### src/rtl/vram_fetch.sv
// Slot-scheduled VRAM port: fetches two video words per character period and
// fills the remaining slots with single CPU byte accesses.
`timescale 1ns/1ps
module vram_fetch #(
  parameter int ADDR_W = 19,
  parameter int SLOTS  = 32
) (
  input  logic              clk_sys,
  input  logic              nRESET,
  input  logic              ce_24m,
  input  logic              char_start,
  input  logic [ADDR_W-1:0] vram_addr1,
  input  logic [ADDR_W-1:0] vram_addr2,
  output logic [15:0]       vram_dout1,
  output logic [15:0]       vram_dout2,
  input  logic              cpu_req,
  input  logic              cpu_we,
  input  logic [ADDR_W-1:0] cpu_addr,
  input  logic [7:0]        cpu_wdata,
  output logic [7:0]        cpu_rdata,
  output logic              cpu_ack,
  output logic [ADDR_W-1:0] mem_addr,
  output logic              mem_we,
  output logic [7:0]        mem_wdata,
  input  logic [7:0]        mem_rdata
);

  localparam int SW = $clog2(SLOTS);
  localparam logic [SW-1:0] SLOT_LAST = SW'(SLOTS - 1);
  localparam logic [SW-1:0] SLOT_CPU0 = SW'(4);

  logic [SW-1:0]     slot;
  logic [SW-1:0]     slot_nxt;
  logic [ADDR_W-1:0] a1;
  logic [ADDR_W-1:0] a2;
  logic [ADDR_W-1:0] a1_nxt;
  logic              busy;
  logic              rd_pend;
  logic              issue;
  logic [7:0]        b0_p1;
  logic [7:0]        b1_p1;
  logic [7:0]        b2_p1;

  function automatic logic [ADDR_W-1:0] addr_inc(input logic [ADDR_W-1:0] a);
    return a + ADDR_W'(1);
  endfunction

  // Every action is keyed to the slot number the edge moves into.
  always_comb begin
    slot_nxt = slot + SW'(1);
    if (char_start || slot == SLOT_LAST) slot_nxt = '0;
    a1_nxt = char_start ? vram_addr1 : a1;
    issue  = cpu_req && !busy && (slot_nxt >= SLOT_CPU0);
  end

  always_ff @(posedge clk_sys or negedge nRESET) begin
    if (!nRESET) begin
      slot       <= '0;
      a1         <= '0;
      a2         <= '0;
      vram_dout1 <= '0;
      vram_dout2 <= '0;
      cpu_rdata  <= '0;
      cpu_ack    <= 1'b0;
      mem_addr   <= '0;
      mem_we     <= 1'b0;
      mem_wdata  <= '0;
      busy       <= 1'b0;
      rd_pend    <= 1'b0;
    end else begin
      cpu_ack <= 1'b0;
      if (ce_24m) begin
        slot   <= slot_nxt;
        mem_we <= 1'b0;
        if (char_start) begin
          a1 <= vram_addr1;
          a2 <= vram_addr2;
        end
        // A CPU op always completes on the ce after issue, whatever the slot.
        if (busy) begin
          busy    <= 1'b0;
          cpu_ack <= 1'b1;
          if (rd_pend) cpu_rdata <= mem_rdata;
        end else if (issue) begin
          busy      <= 1'b1;
          rd_pend   <= !cpu_we;
          mem_addr  <= cpu_addr;
          mem_we    <= cpu_we;
          mem_wdata <= cpu_wdata;
        end
        case (slot_nxt)
          SW'(0): mem_addr <= a1_nxt;
          SW'(1): mem_addr <= addr_inc(a1);
          SW'(2): mem_addr <= a2;
          SW'(3): mem_addr <= addr_inc(a2);
          SW'(4): begin
            vram_dout1 <= {b1_p1, b0_p1};
            vram_dout2 <= {mem_rdata, b2_p1};
          end
          default: ;
        endcase
      end
    end
  end

  // Video byte capture, one slot behind the address.
  always_ff @(posedge clk_sys) begin
    if (ce_24m) begin
      case (slot_nxt)
        SW'(1): b0_p1 <= mem_rdata;
        SW'(2): b1_p1 <= mem_rdata;
        SW'(3): b2_p1 <= mem_rdata;
        default: ;
      endcase
    end
  end

endmodule

### config.mk
export PLATFORM = sky130hd
export DESIGN_NAME = vram_fetch
export DESIGN_NICKNAME = d
export VERILOG_FILES = /design/src/rtl/vram_fetch.sv
export SDC_FILE = /design/constraint.sdc
export NUM_CORES = 1
export LEC_CHECK = 0
export CAP_MARGIN = 40
export CORE_MARGIN = 3
export CORE_UTILIZATION = 30
export DETAILED_ROUTE_END_ITERATION = 16
export DONT_BUFFER_PORTS = 1
export SLEW_MARGIN = 20
export SYNTH_ARGS = -nofsm -noshare
export SYNTH_HDL_FRONTEND = slang
export SYNTH_SLANG_ARGS = --single-unit
### constraint.sdc
create_clock -name clk_sys -period 7.72 [get_ports clk_sys]
set_clock_uncertainty 0.2 [all_clocks]
set_input_delay 0.386 -clock clk_sys [delete_from_list [all_inputs] [get_ports clk_sys]]
set_output_delay 0.386 -clock clk_sys [all_outputs]
set_load 0.02 [all_outputs]
# Word level (Yosys, flattened, before mapping)
# Cells that the tools add are included.
[classes]
bitwise = 1
eq_ne = 6
add_sub_neg = 3
mux = 11
n_reduce_logical = 15
n_lt_le_gt_ge = 1
[ops]
columns = ["cell", "n"]
rows = [
  ["$pmux 19 s4", 1],
  ["$mux 19", 3],
  ["$add 19x1->19 const B", 2],
  ["$eq 5x2->1 const B", 2],
  ["$reduce_and 2->1", 5],
  ["$reduce_and 3->1", 3],
  ["$mux 1", 6],
  ["$add 5x1->5 const B", 1],
  ["$eq 5x1->1 const B", 1],
  ["$eq 5x3->1 const B", 1],
  ["$eq 5x5->1 const B", 1],
  ["$ge 5x3->1 const B", 1],
  ["$logic_not 5->1", 1],
  ["$mux 5", 1],
  ["$ne 5x1->1 const B", 1],
  ["$reduce_bool 5->1", 1],
  ["$logic_and 1x1->1", 2],
  ["$logic_not 1->1", 2],
  ["$logic_or 1x1->1", 1],
  ["$not 1->1", 1],
]
[word_totals]
ff_bits = 138
wordCells = 52
inputBits = 79

# Logic depth before layout (Yosys ltp)
[depth]
ltp_word = 8
mapped_depth = 16

# Worst setup path before layout
# OpenSTA, ideal clock, no wires.
[synth_path]
path_type = "register -> register"
from = "register slot[0]"
to = "register mem_addr[6]"
synth_period_minus_slack_ps = 3510
path_stages_with_launch = 15
required_time_ps = 7442
path_slack_ps = 4210
arrival_time_ps = 3232
setup_time_ps = 78
cell_sequence = "dfrtp_1 ha_1 and3_1 ha_1 nor2_1 nand4_4 buf_6 buf_6 buf_2 mux2_2 ha_1 clkbuf_1 and3_1 or3_1 a21oi_1"
[synth_between]
elab_chain_len = 7
word_cells_on_any_way = 14
[synth_lines]
columns = ["item", "line_no", "rtl"]
rows = [
  ["start, declared", "32", "logic [SW-1:0] slot;"],
  ["start signal, assigned", "73", "slot <= slot_nxt;"],
  ["branches (longest 2 deep; another with $add 5x1->5)", "n/a", ""],
  ["$mux 5 *", "51", "if (char_start || slot == SLOT_LAST) slot_nxt = '0;"],
  ["$ge 5x3->1", "53", "issue = cpu_req && !busy && (slot_nxt >= SLOT_CPU0);"],
  ["$logic_and 1x1->1", "53", ""],
  ["$reduce_bool 5->1 (no source line)", "n/a", ""],
  ["$reduce_and 3->1 (no source line)", "n/a", ""],
  ["end signal, assigned", "87", "mem_addr <= cpu_addr;"],
  ["end signal, assigned", "92", "SW'(0): mem_addr <= a1_nxt;"],
  ["end signal, assigned", "93", "SW'(1): mem_addr <= addr_inc(a1);"],
  ["end, declared", "22", "output logic [ADDR_W-1:0] mem_addr,"],
]
# Mark *: on every way between the ends.
# A chain may end at the register's enable or synchronous reset.

# Worst setup path after layout
[layout_path]
from = "register slot[0]"
to = "register mem_addr[18]"
# The elaborated chain is that of the path after synthesis.

==> impl_metrics.py <==
metrics = {
    "timing": {
        "hold_viol_final": 0,
        "rsz0062_at_grt": "false",
        "drv_slew": 0,
        "worst_slew_pin_slew_ns": 0.8160,
        "setup_tns_ns": 0,
        "slew_headroom": 0.4560,
        "fin_crit_ns": 4.016,
        "min_period_over_period": 0.5203,
        "setup_ws_ns": 3.704,
        "setup_violations": 0,
        "fmax_ghz": 0.2490,
    },
    "logic_synthesis": {
        "synth_compound_area_frac": 0.09123,
        "yosys_warnings": 0,
        "yosysSeqAreaShare": 0.5242,
        "syn_area_sq_um": 6817,
        "synthSimpleGateAreaFrac": 0.1107,
        "yosysTopAreaCell": "dfrtp_1",
        "synth_top_flop_cell": "dfrtp_1",
        "synth_edf_count": 24,
        "syn_area_per_cell_sq_um": 12.58,
        "synth.area.top_cells": "dfrtp_1, mux2_2, edfxtp_1, mux2i_1, mux2_4",
        "synth_xor_xnor_area_share": 0.01909,
        "synth_cells": 542,
        "ys_seq_elements": 138,
        "syn-num-nets": 624,
        "synth_top_family_by_area": "multiplexers",
        "synth_mux_area_frac": 0.2181,
        "yosysTopAreaCellShare": 0.4185,
        "async_reset_ff_frac": 0.8261,
        "synth.distinct_cells": 59,
        "synthAdderAreaFrac": 0.005507,
    },
    "final_layout": {
        "syn_to_final_growth_pct": 22.91,
        "nets": 692,
        "nFillCells": 2073,
        "drive_gt1_frac": 0.2456,
        "diodes": 0,
    },
    "global_route": {
        "grt_overflow": 0,
        "grt_pass1_wl_microns": 29300,
        "grt_pass1_vias": 4956,
        "antenna_found_initial": 0,
        "grt_max_degree": 115,
        "track_usage": 0.1530,
    },
    "clock_network": {
        "cts_root_buf": "clkbuf_16",
        "numCtsBuffers": 17,
        "path_clk_slew_ns": 0.07,
        "clock_sinks": 138,
        "clk_latency_ns": 0.42,
        "htreeDepth": 4,
        "cts_tree": "yes",
        "cts_buffer_depth": 2,
    },
    "detailed_routing": {
        "viasPerCell": 5.371,
        "drt_pass1_iterations": 6,
        "drtIter0Drc": 426,
        "avgRoutedWirePerCell_microns": 20.81,
        "drcViolationCount": 0,
        "dr_total_vias": 4850,
        "wirelength_microns": 18790,
        "antenna_left": 0,
    },
    "worst_setup_path": {
        "worst-endpoint-required_ns": 7.82,
        "arrival_ns": 4.11,
        "crit_type": "register to register",
        "worst_setup_path_start_kind": "register",
        "cp-end-kind": "register",
        "critPathMaxFanout": 38,
    },
    "outcome": {
        "status": "complete, no violations",
    },
    "pwr": {
        "p_comb_frac": 0.172,
        "total_power_mw": 2.497,
        "clock_power_share": 0.327,
        "vdd_drop_max_mv": 0.1317,
        "power_per_cell_area_nw_per_um2": 298.1,
        "seqPwrFrac": 0.502,
        "power.switching_uw": 872.8,
        "swShare": 0.3495,
        "p_int_mw": 1.624,
        "p_leak_nw": 3.518,
    },
    "die": {
        "die_area_sq_um": 24570,
        "fp.dieW_microns": 156.7,
        "die_h_microns": 156.7,
        "initial_core_util": 0.3085,
        "core-area_sq_um": 22090,
        "io_pins": 148,
        "fp-row-count": 54,
    },
    "place": {
        "hpwl_microns": 12550,
        "port_buffers": 0,
        "dp_worst_setup_slack_ns": 3.328,
        "place_congestion": 0.8610,
    },
    "hold_path": {
        "hold_path.class": "input port to register",
    },
    "flow_run": {
        "drv.max_cap_violation_count": 0,
    },
}
[repair_timing]
| action | in CTS | in global routing |
|---|---|---|
| buffers inserted | 0 | 0 |
| hold endpoints to repair | 214 | 0 |
| setup endpoints to repair | 0 | 0 |
| hold buffers | 68 | 0 |
| gates resized for setup | 0 | 0 |
[power by group through the flow]
stage	sequential [mW]	combinational, mW	clock [mW]
6_report	1.25	0.429	0.815
4_1_cts	1.25	0.429	0.837
3_3_place_gp	1.26	0.358	0
3_5_place_dp	1.27	0.378	0
5_1_grt	1.28	0.472	0.871
2_1_floorplan	1.20	0.329	0
[final timing paths]
kind / slack [ns] / endpoint / cells past startpoint / startpoint
worst max-delay path: 3.70 / mem_addr[18] / 13 / slot[0]
worst min-delay path: 0.02 / mem_addr[6] / 2 / vram_addr1[6]
worst max register to register: 3.70 / mem_addr[18] / 13 / slot[0]
worst min register to register: 0.27 / vram_dout2[3] / 1 / b2_p1[3]
max in group asynchronous: 6.46 / a1[11] / 2 / nRESET
min in group asynchronous: 0.37 / vram_dout1[10] / 2 / nRESET
[cells by family (layout without fill, tap and decap cells)]
family,Yosys count,after routing
adder cells (fa/ha/maj),3,3
AND/OR/NAND/NOR,143,143
AO/OA/AOI/OAI,87,87
XOR/XNOR,14,14
buffers and inverters,30,111
flip-flops,138,138
multiplexers,127,127
[layer usage]
layer / track usage / vias up / wire length (microns)
li1: - / 2175 / -
met1: 0.1965 / 2408 / 7980
met2: 0.2430 / 244 / 8800
met3: 0.05144 / 23 / 1682
met4: 0.04960 / 0 / 329
met5: 0 / - / 0
[critical path, stage by stage, from the launching register on]
cell and delay [ns]:
dfrtp_1 0.52, ha_1 0.34, and3_1 0.22, ha_1 0.31, nor2_1 0.20, nand4_4 0.16
buf_12 0.23, mux2_2 0.26, ha_1 0.44, nand4_1 0.16, mux2i_1 0.36, o2111ai_1 0.21
mux2i_1 0.19, nand3_1 0.09
[area by class of cell]
cell class | instances | area [sq um] | area share
Clock buffer | 18 | 429.2 | 0.05122
Clock inverter | 14 | 155.1 | 0.01852
Inverter | 2 | 7.507 | 0.0008961
Sequential cell | 138 | 3573 | 0.4265
Multi-Input combinational cell | 374 | 3033 | 0.3620
Tap cell | 280 | 350.3 | 0.04182
Timing Repair Buffer | 77 | 829.5 | 0.09901
[placed cells by master, fill, tap and decap left out, drive strengths merged, types with 4 or more instances in the layout]
cell         instances
dfrtp              114
mux2                95
dlygate4sd3         67
nand2               47
mux2i               32
o21ai               29
nor2                25
edfxtp              24
clkbuf              18
nand4               15
o211ai              15
nand3               11
and3                11
xnor2               11
inv                 11
a31oi               10
buf                 10
or3                  8
nor3                 8
and4                 5
a21oi                5
o221ai               5
a222oi               4
[sequential cells by signal, summed over array words and instances (netlist names), 5 cells and up]
signal and count:
mem_wdata 8, b2_p1 8, a2 19, b1_p1 8, mem_addr 19, cpu_rdata 8
vram_dout2 16, a1 19, vram_dout1 16, b0_p1 8, slot 5
[stage by stage]
stage | hold slack [ns] | instances | cell area (sq um) | utilization
after floorplan | -0.1096 | 542 | 6817 | -
after global placement | -0.1068 | 796 | 6979 | 0.3159
after detailed placement | -0.1067 | 802 | 7076 | 0.3203
after CTS | 0.009149 | 902 | 8358 | 0.3783
after global routing | 0.03002 | 903 | 8378 | 0.3792
final | 0.01715 | 903 | 8378 | 0.3792
[cell usage after synthesis (2+ instances only)]
cell type / count
nor3_1: 6
a21oi_1: 5
a22o_1: 2
xor2_1: 3
and3_1: 10
o221ai_1: 3
clkbuf_1: 6
o2111ai_1: 3
ha_1: 3
o22ai_1: 2
o21a_1: 3
o21ai_0: 19
o22a_1: 2
edfxtp_1: 24
mux2i_1: 30
buf_1: 3
buf_6: 9
a222oi_1: 4
o221ai_2: 2
mux2_2: 76
mux2i_4: 2
o211ai_2: 3
nand3_1: 11
and4_1: 5
buf_2: 5
buf_4: 4
or3_1: 8
nor3_2: 2
mux2_4: 19
nor2_1: 24
a211oi_1: 3
a31oi_1: 10
nand2_1: 47
nor2b_1: 2
o211ai_1: 12
nor3b_1: 3
dfrtp_1: 114
nand4_1: 14
and2b_1: 2
xnor2_1: 10
o21ai_1: 9
No activity file was read; power rests on OpenSTA's default activity.
